[src/rtl/gate_bist_pkg.sv]
// gate_bist shared types: FSM state and golden-op encodings.
// Imported by every gate_bist file.
package gate_bist_pkg;

  typedef enum logic [2:0] {
    S_IDLE  = 3'd0,
    S_APPLY = 3'd1,
    S_WAIT  = 3'd2,
    S_CHECK = 3'd3,
    S_DONE  = 3'd4
  } state_e;

  localparam int OP_AND = 0;
  localparam int OP_OR  = 1;
  localparam int OP_XOR = 2;

  localparam int SETTLE_MAX = 15;
  localparam int N_IN_MAX   = 8;

endpackage

[src/rtl/gate_bist_if.sv]
// Control/status and gate-facing signals of gate_bist.
// master = the BIST controller, slave = board logic plus gate under test.
interface gate_bist_if #(
  parameter int N_IN = 2
);

  logic            start;
  logic [N_IN-1:0] dut_in;
  logic            dut_y;
  logic            busy;
  logic            done;
  logic            pass;
  logic [N_IN:0]   err_count;
  logic            fail_seen;
  logic [N_IN-1:0] fail_vec;

  modport master (
    input  start,
    input  dut_y,
    output dut_in,
    output busy,
    output done,
    output pass,
    output err_count,
    output fail_seen,
    output fail_vec
  );

  modport slave (
    output start,
    output dut_y,
    input  dut_in,
    input  busy,
    input  done,
    input  pass,
    input  err_count,
    input  fail_seen,
    input  fail_vec
  );

endinterface

[src/rtl/gate_golden.sv]
// Golden reference: N_IN-input reduction selected by OP.
// Purely combinational.
module gate_golden
  import gate_bist_pkg::*;
#(
  parameter int N_IN = 2,
  parameter int OP   = OP_AND
) (
  input  logic [N_IN-1:0] vec,
  output logic            y
);

  if (OP == OP_AND) begin : g_and
    assign y = &vec;
  end else if (OP == OP_OR) begin : g_or
    assign y = |vec;
  end else if (OP == OP_XOR) begin : g_xor
    assign y = ^vec;
  end else begin : g_bad
    $error("gate_golden: illegal OP %0d", OP);
    assign y = 1'b0;
  end

endmodule

[src/rtl/gate_bist.sv]
// Exhaustive self-test controller for an N_IN-input reduction gate.
// Define GATE_BIST_STOP_ON_FAIL_EN to end the sweep at the first mismatch.
module gate_bist
  import gate_bist_pkg::*;
#(
  parameter int N_IN   = 2,
  parameter int SETTLE = 2,
  parameter int OP     = OP_AND
) (
  input logic       clk,
  input logic       rst,
  gate_bist_if.master bus
);

  if (N_IN < 1 || N_IN > N_IN_MAX) begin : g_bad_n
    $error("gate_bist: N_IN %0d out of range", N_IN);
  end
  if (SETTLE < 0 || SETTLE > SETTLE_MAX) begin : g_bad_s
    $error("gate_bist: SETTLE %0d out of range", SETTLE);
  end

  localparam logic [3:0] W_LAST =
    4'((SETTLE > 0) ? SETTLE - 1 : 0);

  state_e          state;
  logic [N_IN-1:0] vcnt;
  logic [3:0]      wcnt;
  logic [N_IN-1:0] dut_in_q;
  logic            busy_q;
  logic            done_q;
  logic            pass_q;
  logic [N_IN:0]   err_q;
  logic            fail_seen_q;
  logic [N_IN-1:0] fail_vec_q;

  logic            gold;
  logic            miss;
  logic            last;
  logic            stop;
  logic [N_IN:0]   err_nxt;

  gate_golden #(
    .N_IN (N_IN),
    .OP   (OP)
  ) u_golden (
    .vec (dut_in_q),
    .y   (gold)
  );

  // Case inequality so an X/Z gate output is a mismatch.
  assign miss    = (bus.dut_y !== gold);
  assign last    = &vcnt;
  assign err_nxt = err_q + {{N_IN{1'b0}}, miss};

`ifdef GATE_BIST_STOP_ON_FAIL_EN
  assign stop = last | miss;
`else
  assign stop = last;
`endif

  always_ff @(posedge clk or posedge rst) begin
    if (rst) begin
      state       <= S_IDLE;
      vcnt        <= '0;
      wcnt        <= '0;
      dut_in_q    <= '0;
      busy_q      <= 1'b0;
      done_q      <= 1'b0;
      pass_q      <= 1'b0;
      err_q       <= '0;
      fail_seen_q <= 1'b0;
      fail_vec_q  <= '0;
    end else begin
      unique case (state)
        S_IDLE, S_DONE: begin
          if (bus.start) begin
            state       <= S_APPLY;
            vcnt        <= '0;
            busy_q      <= 1'b1;
            done_q      <= 1'b0;
            pass_q      <= 1'b0;
            err_q       <= '0;
            fail_seen_q <= 1'b0;
            fail_vec_q  <= '0;
          end
        end
        S_APPLY: begin
          dut_in_q <= vcnt;
          wcnt     <= '0;
          state    <= (SETTLE == 0) ? S_CHECK
                                    : S_WAIT;
        end
        S_WAIT: begin
          wcnt <= wcnt + 4'd1;
          if (wcnt == W_LAST) begin
            state <= S_CHECK;
          end
        end
        S_CHECK: begin
          if (miss) begin
            err_q <= err_nxt;
            if (!fail_seen_q) begin
              fail_seen_q <= 1'b1;
              fail_vec_q  <= dut_in_q;
            end
          end
          if (stop) begin
            state  <= S_DONE;
            busy_q <= 1'b0;
            done_q <= 1'b1;
            pass_q <= (err_nxt == '0);
          end else begin
            vcnt  <= vcnt + 1'b1;
            state <= S_APPLY;
          end
        end
        default: begin
          state <= S_IDLE;
        end
      endcase
    end
  end

  assign bus.dut_in    = dut_in_q;
  assign bus.busy      = busy_q;
  assign bus.done      = done_q;
  assign bus.pass      = pass_q;
  assign bus.err_count = err_q;
  assign bus.fail_seen = fail_seen_q;
  assign bus.fail_vec  = fail_vec_q;

endmodule

[src/flat_wrapper.sv]
// flat-port wrapper written by rule: the top's interface ports become plain ports
module gate_bist_flat import gate_bist_pkg::*;
#(
  parameter int N_IN   = 2,
  parameter int SETTLE = 2,
  parameter int OP     = OP_AND
)
  (clk, rst, bus_start, bus_dut_y, bus_dut_in, bus_busy, bus_done, bus_pass, bus_err_count, bus_fail_seen, bus_fail_vec);
  gate_bist_if #(.N_IN(N_IN)) bus_i ();
  input logic clk;
  input logic rst;
  input wire logic [$bits(bus_i.start)-1:0] bus_start;
  input wire logic [$bits(bus_i.dut_y)-1:0] bus_dut_y;
  output wire logic [$bits(bus_i.dut_in)-1:0] bus_dut_in;
  output wire logic [$bits(bus_i.busy)-1:0] bus_busy;
  output wire logic [$bits(bus_i.done)-1:0] bus_done;
  output wire logic [$bits(bus_i.pass)-1:0] bus_pass;
  output wire logic [$bits(bus_i.err_count)-1:0] bus_err_count;
  output wire logic [$bits(bus_i.fail_seen)-1:0] bus_fail_seen;
  output wire logic [$bits(bus_i.fail_vec)-1:0] bus_fail_vec;
  assign bus_i.start = bus_start;
  assign bus_i.dut_y = bus_dut_y;
  assign bus_dut_in = bus_i.dut_in;
  assign bus_busy = bus_i.busy;
  assign bus_done = bus_i.done;
  assign bus_pass = bus_i.pass;
  assign bus_err_count = bus_i.err_count;
  assign bus_fail_seen = bus_i.fail_seen;
  assign bus_fail_vec = bus_i.fail_vec;
  gate_bist #(.N_IN(N_IN), .SETTLE(SETTLE), .OP(OP)) u_core (.clk(clk), .rst(rst), .bus(bus_i));
endmodule
[config.mk]
export PLATFORM = sky130hd
export DESIGN_NAME = gate_bist_flat
export DESIGN_NICKNAME = d
export VERILOG_FILES = /design/src/rtl/gate_bist_pkg.sv /design/src/rtl/gate_bist_if.sv /design/src/rtl/gate_golden.sv /design/src/rtl/gate_bist.sv /design/src/flat_wrapper.sv
export SDC_FILE = /design/constraint.sdc
export NUM_CORES = 1
export LEC_CHECK = 0
export ABC_AREA = 1
export ABC_CLOCK_PERIOD_IN_PS = 1470
export CAP_MARGIN = 15
export CORE_ASPECT_RATIO = 0.75
export CORE_MARGIN = 2
export CORE_UTILIZATION = 25
export DETAILED_ROUTE_END_ITERATION = 10
export HOLD_SLACK_MARGIN = 0.12
export SLEW_MARGIN = 20
export SYNTH_ARGS = -nofsm -noshare
export SYNTH_HDL_FRONTEND = slang
export SYNTH_SLANG_ARGS = --single-unit
[constraint.sdc]
create_clock -name clk -period 1.47 [get_ports clk]
set_clock_uncertainty 0.15 [all_clocks]
set_input_delay 0.147 -clock clk [delete_from_list [all_inputs] [get_ports clk]]
set_output_delay 0.147 -clock clk [all_outputs]
set_load 0.005 [all_outputs]
Word level (Yosys, flattened, before mapping). Index checks and enable logic that the tools add are counted. W data, S select, Z words.

Register bits: 20. Bits of input ports: 4. Output and inout port bits: 11. Logic and storage cells: 61.

$add $sub $neg: 3. Equality and inequality tests: 12. Muxes and demuxes: 24. Reduce and logical (&&, ||, !) cells: 12.

Operators by type and width (count): $mux W3 (5); $pmux W3 S4 (1); $reduce_and A3 Y1 (3); $mux W2 (4); $pmux W1 S2 (4); $pmux W2 S2 (2); $pmux W4 S2 (1); $eq A3 B2 Y1 const B (2); $logic_not A3 Y1 (2); $mux W1 (6); $ne A2 B1 Y1 const B (3); $ne A2 B2 Y1 const B (3); $pmux W3 S2 (1); $reduce_and A2 Y1 (3); $add A4 B1 Y4 const B (1); $eq A4 B1 Y1 const B (1); $reduce_and A4 Y1 (1); $reduce_bool A2 Y1 (2); $add A3 B1 Y3 (1); $eq A3 B1 Y1 const B (1); $eq A3 B3 Y1 const B (1); $add A2 B1 Y2 const B (1); $reduce_or A2 Y1 (1); $nex A1 B1 Y1 (1).

Depth between registers and ports, before layout. Gate-level depths: netlist of the first run.

Word-level depth: 6. Mapped depth: 9. Depth with buffers taken out: 9.

Hierarchy. From an unflattened synthesis of the first run, not the netlist that was laid out.

Cells, all modules: 126. Area total of the unflattened synthesis: 1009.7 µm².

Modules (own cells, without submodules): gate_bist (times used 1, cells an instance 124, area each 1002.2 µm², seq. area each 500.5 µm²); gate_golden (times used 1, cells an instance 2, area each 7.5 µm², seq. area each 0.0 µm²).

Worst setup path before layout of the first run. OpenSTA, ideal clock, no wires.

Kind: register -> register. Start point: register u_core.dut_in_q[1] (netlist: u_core.bus.dut_in[1]). End point: register u_core.err_q[2] (netlist: u_core.bus.err_count[2]). Library setup time: 117 ps. Arrival time: 1335 ps. Required time: 1203 ps. Slack: -132 ps. Cell stages (with the launch flop): 10. Path buffers: 0. Period minus slack after synthesis: 1602 ps. Cell sequence: dfrtp_1 -> nand2_1 -> nand2_1 -> nand2_1 -> inv_2 -> ha_1 -> ha_1 -> xnor2_1 -> nand3b_1 -> nand2_1.

Cells in the longest elaborated chain, start to end: 5. Elaborated cells between the ends (all ways): 7. Classes of those cells: add/sub: 1; eq/ne: 2; mux: 2; reduce/logical: 2.

RTL lines: start, declared (RTL line gate_bist.sv:28) `logic [N_IN-1:0] dut_in_q;`; start signal, assigned (RTL line gate_bist.sv:88) `dut_in_q <= vcnt;`; $reduce_and A2 Y1 * (RTL line gate_golden.sv:14) `assign y = &vec;`; $nex A1 B1 Y1 * (RTL line gate_bist.sv:51) `assign miss = (bus.dut_y !== gold);`; $add A3 B1 Y3 (RTL line gate_bist.sv:53) `assign err_nxt = err_q + {{N_IN{1'b0}}, miss};`; $mux W3 (RTL line gate_bist.sv:100) `if (miss) begin`; $pmux W3 S2 (RTL line gate_bist.sv:74) `unique case (state)`; end signal, assigned (RTL line gate_bist.sv:101) `err_q <= err_nxt;`; end, declared (RTL line gate_bist.sv:32) `logic [N_IN:0] err_q;`.

Every way passes the cells marked *; elsewhere a longest branch is shown, timed or not. The select of a mux whose other input is x is not followed. A chain may end at the register's enable or synchronous reset.

Worst setup path in the final report of the first run.
Start point: register u_core.dut_in_q[0] (netlist: u_core.bus.dut_in[0]). End point: register u_core.err_q[2] (netlist: u_core.bus.err_count[2]).

The elaborated chain is that of the path after synthesis.

==> metrics, run 1 <==
hold path cells 2; initial antenna violation count 0; number of flops mapped to enable cells by yosys 0; Setup WS post-layout -0.0546 ns; Die H ~57 µm; worst min-delay path class flip-flop to flip-flop; Tot Pwr between 2 and 2.5 mW; die span in x about 75 µm; Filler cells 398; Slew Limit Headroom 0.828; IO Port Bufs 14; Critical Setup Path Class flip-flop to flip-flop; area of the multi-input gates 444 µm²; post-route clock period utilization 1.04; Overflow after GRT 0; Clock Tree Buf Depth 2; crit end category flip-flop; worst-margin pin slew 0.257 ns; final hold vios 0; HP Start u_core.bus.done; DR vias/cell 4.17; standard cell core area 3660 µm²; non-filler cells, final 193; Synth Net Count 122; YS warnings 0; Finish-stage setup viols 2; placed insts around 180; most frequent cells after synthesis nand2_1, dfrtp_1, nand3_1, inv_1, nor2_1; placer congestion estimate ~0.76; Area Growth Syn to Fin 39.2%; Routed Antenna Nets 0; r2r setup slk -0.05 ns; CTS tree built; FF-to-FF Start u_core.bus.dut_in[0]; Total GRT Usage 0.108; Slew Limit Fails 0; FMAX 656 MHz; async set or reset register ratio after synthesis 1.00; failing checks setup timing; insertion delay to the later sink of the worst-skew pair 0.25 ns; Post-Synthesis Cells about 110; share of post-route cells with drive strength above 1 0.156; Row Count 19; Pleak 0.681 nW; die area 4320 µm²; hpwl dp 1530 µm; CTS buffer count 3; Main synth FF type dfrtp_1; Synth Cell Area 952 µm²; clk sinks 20; boundary pin count 15; Period minus WS final around 1.5 ns; #FFs+latches synth 20; drc violations 0; setup TNS -0.0917 ns; largest net degree at the start of global routing 21; Clk pin slew, worst setup/hold paths 0.07 ns; DR vias 805; CP Launch Type flip-flop; status finished with violations; post-synthesis area per instance 8.43 µm²; wire per inst 10.3 µm; first-pass GRT wire length 3550 µm; register area 500 µm²; Crit Path Max Fanout 4; MaxCap Viol Count 0; Final Net Count 151; Initial Util 0.260; Total Wirelength 1980 µm; Reg-to-Reg End u_core.bus.err_count[2]; synth top area cells dfrtp_1, nand2_1, ha_1; diode count 0; top-count cell post-synth nand2_1; Yosys top cell area share 0.526; PD cells approximately 1700 nW/µm²; WHS Endpoint u_core.bus.done; CTS H-tree lvls 1; vias in the first global route 822; initial DRC count 77; cell taking the most area after synthesis dfrtp_1; CP arrival approximately 1.5 ns; register area share after synthesis 0.526; RSZ-0062 raised after global routing yes; post-synth cell types 18; Critical Path RT 1.47 ns; drt first pass iters 4; clk root buf clkbuf_8; R2R depth 9; maximum VDD drop 710 µV
[routing by layer]
metal,wire [µm],part of all wire,track usage,up-vias
li1,-,-,-,418
met1,983,0.50,0.145,373
met2,905,0.46,0.165,12
met3,85,0.043,0.0424,2
met4,6,0.0030,0.0226,0
met5,0,0,0,-
[power by group]
group	internal, mW	total, mW	switching, mW	leakage (nW)
Sequential	0.732	0.878	0.146	0.265
Combinational	0.445	0.965	0.520	0.387
Clock	0.238	0.411	0.173	0.0288
[critical path, stage by stage (launching register included)]
cell      delay, ns
dfrtp_1        0.41
nand2_1        0.08
nand2_1        0.06
nand2_2        0.07
inv_2          0.05
ha_4           0.15
ha_4           0.15
xnor2_2        0.13
nand3b_1       0.12
nand2_1        0.05
[worst max-delay path by stage]
stage,start,endpoint,cells past startpoint
finish,u_core.bus.dut_in[0],u_core.bus.err_count[2],9
global route,u_core.bus.dut_in[0],u_core.bus.err_count[2],9
CTS,u_core.bus.dut_in[0],u_core.bus.err_count[2],9
detailed placement,bus_dut_y,u_core.bus.err_count[2],9
global placement,bus_dut_y,u_core.bus.err_count[2],9
floorplan,u_core.bus.dut_in[0],u_core.bus.err_count[2],9
[through the flow]
step           hold slack (ns)   util  cell area, µm²  worst slack (ns)
5_1_grt                  0.371  0.362            1330            -0.168
3_3_place_gp             0.306  0.335            1230            -0.236
2_1_floorplan          -0.0392      -             985           -0.0431
3_5_place_dp             0.311  0.335            1230            -0.283
6_report                 0.330  0.362            1330           -0.0546
4_1_cts                  0.330  0.359            1310           -0.0868
[cells in the final DEF (no fill, tap or decap)]
cell type        instances
nor3_1                   2
a21oi_1                  1
clkdlybuf4s50_1         11
dlygate4sd2_1            2
dlygate4sd3_1            1
ha_1                     3
inv_2                    1
nand2_1                 40
dlymetal6s2s_1           1
inv_1                    9
nand3_1                 12
clkinv_2                 1
o22ai_1                  2
xnor2_2                  1
nand3b_1                 1
nor2_1                   9
nand2_2                  2
o21ai_2                  1
dfrtp_1                 20
ha_4                     2
xnor2_1                  1
buf_4                    9
nand4_1                  1
nand3_2                  1
clkbuf_8                 4
o21ai_0                  3
[area by class of cell]
type,instances,area share
inverter,11,0.0321
timing repair buffer,24,0.164
clock buffer,4,0.0415
tap,52,0.0491
multi-input combinational,82,0.335
sequential,20,0.378
[sequential cells by signal, summed over array words and instances, names as in the netlist]
name,flops
u_core.bus.err_count,3
u_core.bus.pass,1
u_core.state,3
u_core.vcnt,2
u_core.bus.fail_seen,1
u_core.bus.done,1
u_core.bus.fail_vec,2
u_core.bus.dut_in,2
u_core.bus.busy,1
u_core.wcnt,4
[logic make-up after synthesis]
logic type                 after synthesis  synth area share
adders and majority gates                5            0.0657
xor gates and xnor gates                 2            0.0184
and+or+nand+nor                         68             0.302
buffers and inverters                   11            0.0447
AOI/OAI and AO/OA                        7            0.0434
DFF                                     20             0.526
[repair_timing]
action / 4_1_cts / 5_1_grt
pin swaps: 3 / 1
resized for setup: 2 / 2
buffers inserted: 3 / 1
hold buffers: 1 / 0
endpoints found under the setup margin: 7 / 6
endpoints found under the hold margin: 20 / 0
(Power assumes the default switching activity.)
==> inputs of run 2 (changes only) <==
--- a/config.mk
+++ b/config.mk
@@ -10,9 +10,10 @@
 export CAP_MARGIN = 15
 export CORE_ASPECT_RATIO = 0.75
 export CORE_MARGIN = 2
-export CORE_UTILIZATION = 25
+export CORE_UTILIZATION = 46
 export DETAILED_ROUTE_END_ITERATION = 10
 export HOLD_SLACK_MARGIN = 0.12
+export PLACE_DENSITY = 0.73
 export SLEW_MARGIN = 20
 export SYNTH_ARGS = -nofsm -noshare
 export SYNTH_HDL_FRONTEND = slang
==> metrics, run 2 (same netlist as run 1, synthesis figures left out) <==
Clock Tree Buf Depth 2; CTS buffer count 3; placer congestion estimate 0.776; initial antenna violation count 0; MaxCap Viol Count 0; Routed Antenna Nets 0; share of post-route cells with drive strength above 1 0.232; Buf/Inv on CP 1; Clk pin slew, worst setup/hold paths roughly 0.11 ns; hold path cells 5; Crit Path Max Fanout 3; PD cells 1660 nW/µm²; vias in the first global route 735; hpwl dp 1430 µm; register area approximately 500 µm²; Area Growth Syn to Fin 43.9%; RSZ-0062 raised after global routing yes; initial DRC count 22; Finish-stage setup viols 3; worst min-delay path class input port to flip-flop; post-route clock period utilization 1.04; worst-margin pin slew 0.261 ns; DR vias ~850; Overflow after GRT 0; Period minus WS final ~1.5 ns; Final Net Count between 150 and 200; drt first pass iters 4; largest net degree at the start of global routing 21; boundary pin count 15; CP Cell Sequence nand2_1, nand2_1, nand2_2, inv_2, ha_4, ha_4, xnor2_2, nand3b_1, nand2_1; failing checks setup timing; Top delay family on crit path flip-flops; wire per inst around 12 µm; Total GRT Usage 0.177; CTS H-tree lvls 1; Total Wirelength 2040 µm; die area 2450 µm²; diode count 0; Critical-path top delay cell dfrtp_1; crit end category flip-flop; R2R depth 9; DR vias/cell 4.88; final hold vios 0; most frequent cells in the layout nand2_1, dfrtp_1, buf_4; commonest non-fill, non-tap cell in the layout nand2_1; CP Launch Type flip-flop; Initial Util 0.481; first-pass GRT wire length 3220 µm; CP peak stage delay 0.42 ns; fin util 0.692; die span in x 56.5 µm; Setup WS post-layout -0.0621 ns; clk root buf clkbuf_4; Critical Setup Path Class flip-flop to flip-flop; FMAX 653 MHz; Critical Path RT 1.53 ns; placed insts around 160; clk sinks 20; drc violations 0; Slew Limit Headroom 0.826; Filler cells 153; area of the multi-input gates 459 µm²; CP arrival between 1.5 and 2 ns; Largest Register u_core.wcnt; Pleak 0.810 nW; Die H 43.4 µm; status finished with violations; IO Port Bufs 14; most used cell, CP nand2_1; Crit path depth 9; insertion delay to the later sink of the worst-skew pair 0.30 ns; Slew Limit Fails 0; max reg flops 4; non-filler cells, final roughly 180; maximum VDD drop 1040 µV; standard cell core area 1980 µm²; Row Count 14; CTS tree built
run 2: report_power, final:
| group | total (mW) | switching, mW | internal, mW |
|---|---|---|---|
| logic | 1.08 | 0.561 | 0.523 |
| clock network | 0.318 | 0.166 | 0.151 |
| registers | 0.878 | 0.148 | 0.730 |
run 2: timing repair:
action / in CTS / in global routing
hold endpoints to repair: 20 / 0
cloned: 0 / 0
hold buffers: 1 / 0
setup buffers: 10 / 4
pin swaps: 0 / 6
resized for setup: 7 / 10
setup endpoints to repair: 13 / 10
run 2: metal layers:
| layer | up-vias | routed length [µm] | global-route usage | part of all wire |
|---|---|---|---|---|
| li1 | 441 | - | - | - |
| met1 | 386 | 975 | 0.248 | 0.48 |
| met2 | 22 | 901 | 0.263 | 0.44 |
| met3 | 5 | 125 | 0.0687 | 0.061 |
| met4 | 0 | 32 | 0.0429 | 0.016 |
| met5 | - | 0 | 0 | 0 |
run 2: per-stage QoR:
| step | setup TNS [ns] | area (µm²) | setup slack (ns) | hold WS, ns | power, mW |
|---|---|---|---|---|---|
| after detailed placement | -0.697 | 1200 | -0.273 | 0.311 | 1.85 |
| after global routing | -0.314 | 1370 | -0.107 | 0.362 | 2.48 |
| after global placement | -0.613 | 1200 | -0.251 | 0.308 | 1.82 |
| after floorplan | -0.0638 | 985 | -0.0431 | -0.0392 | 1.45 |
| after CTS | -0.0788 | 1320 | -0.0548 | 0.337 | 2.24 |
| final | -0.0883 | 1370 | -0.0621 | 0.352 | 2.28 |
run 2: layout make-up:
cell class | count | share of cell area
clock buffer | 4 | 0.0265
inverter | 11 | 0.0311
multi-input combinational | 82 | 0.335
sequential | 20 | 0.365
tap | 24 | 0.0219
timing repair buffer | 34 | 0.220
run 2: path summary, 6_finish.rpt:
path                                            to  slack (ns)                 start
min                                u_core.state[0]        0.35             bus_start
max in group asynchronous           u_core.vcnt[1]        0.40                   rst
max                        u_core.bus.err_count[2]       -0.06  u_core.bus.dut_in[0]
max reg2reg                u_core.bus.err_count[2]       -0.06  u_core.bus.dut_in[0]
min in group asynchronous  u_core.bus.err_count[2]        0.56                   rst
min reg2reg                         u_core.vcnt[0]        0.37        u_core.vcnt[0]
run 2: worst register-to-register path: stages, from the launching register on:
cell and delay, ns:
dfrtp_1 0.42, nand2_1 0.07, nand2_1 0.06, nand2_2 0.07
inv_2 0.05, ha_4 0.15, ha_4 0.15, xnor2_2 0.14
nand3b_1 0.12, nand2_1 0.05
==> inputs of run 3 (changes only) <==
--- a/config.mk
+++ b/config.mk
@@ -12,6 +12,7 @@
 export CORE_MARGIN = 2
 export CORE_UTILIZATION = 46
 export DETAILED_ROUTE_END_ITERATION = 10
+export GPL_ROUTABILITY_DRIVEN = 1
 export HOLD_SLACK_MARGIN = 0.12
 export PLACE_DENSITY = 0.73
 export SLEW_MARGIN = 20
==> results of run 3 <==
No change in the layout: final DEF, timing and power equal those of run 2.
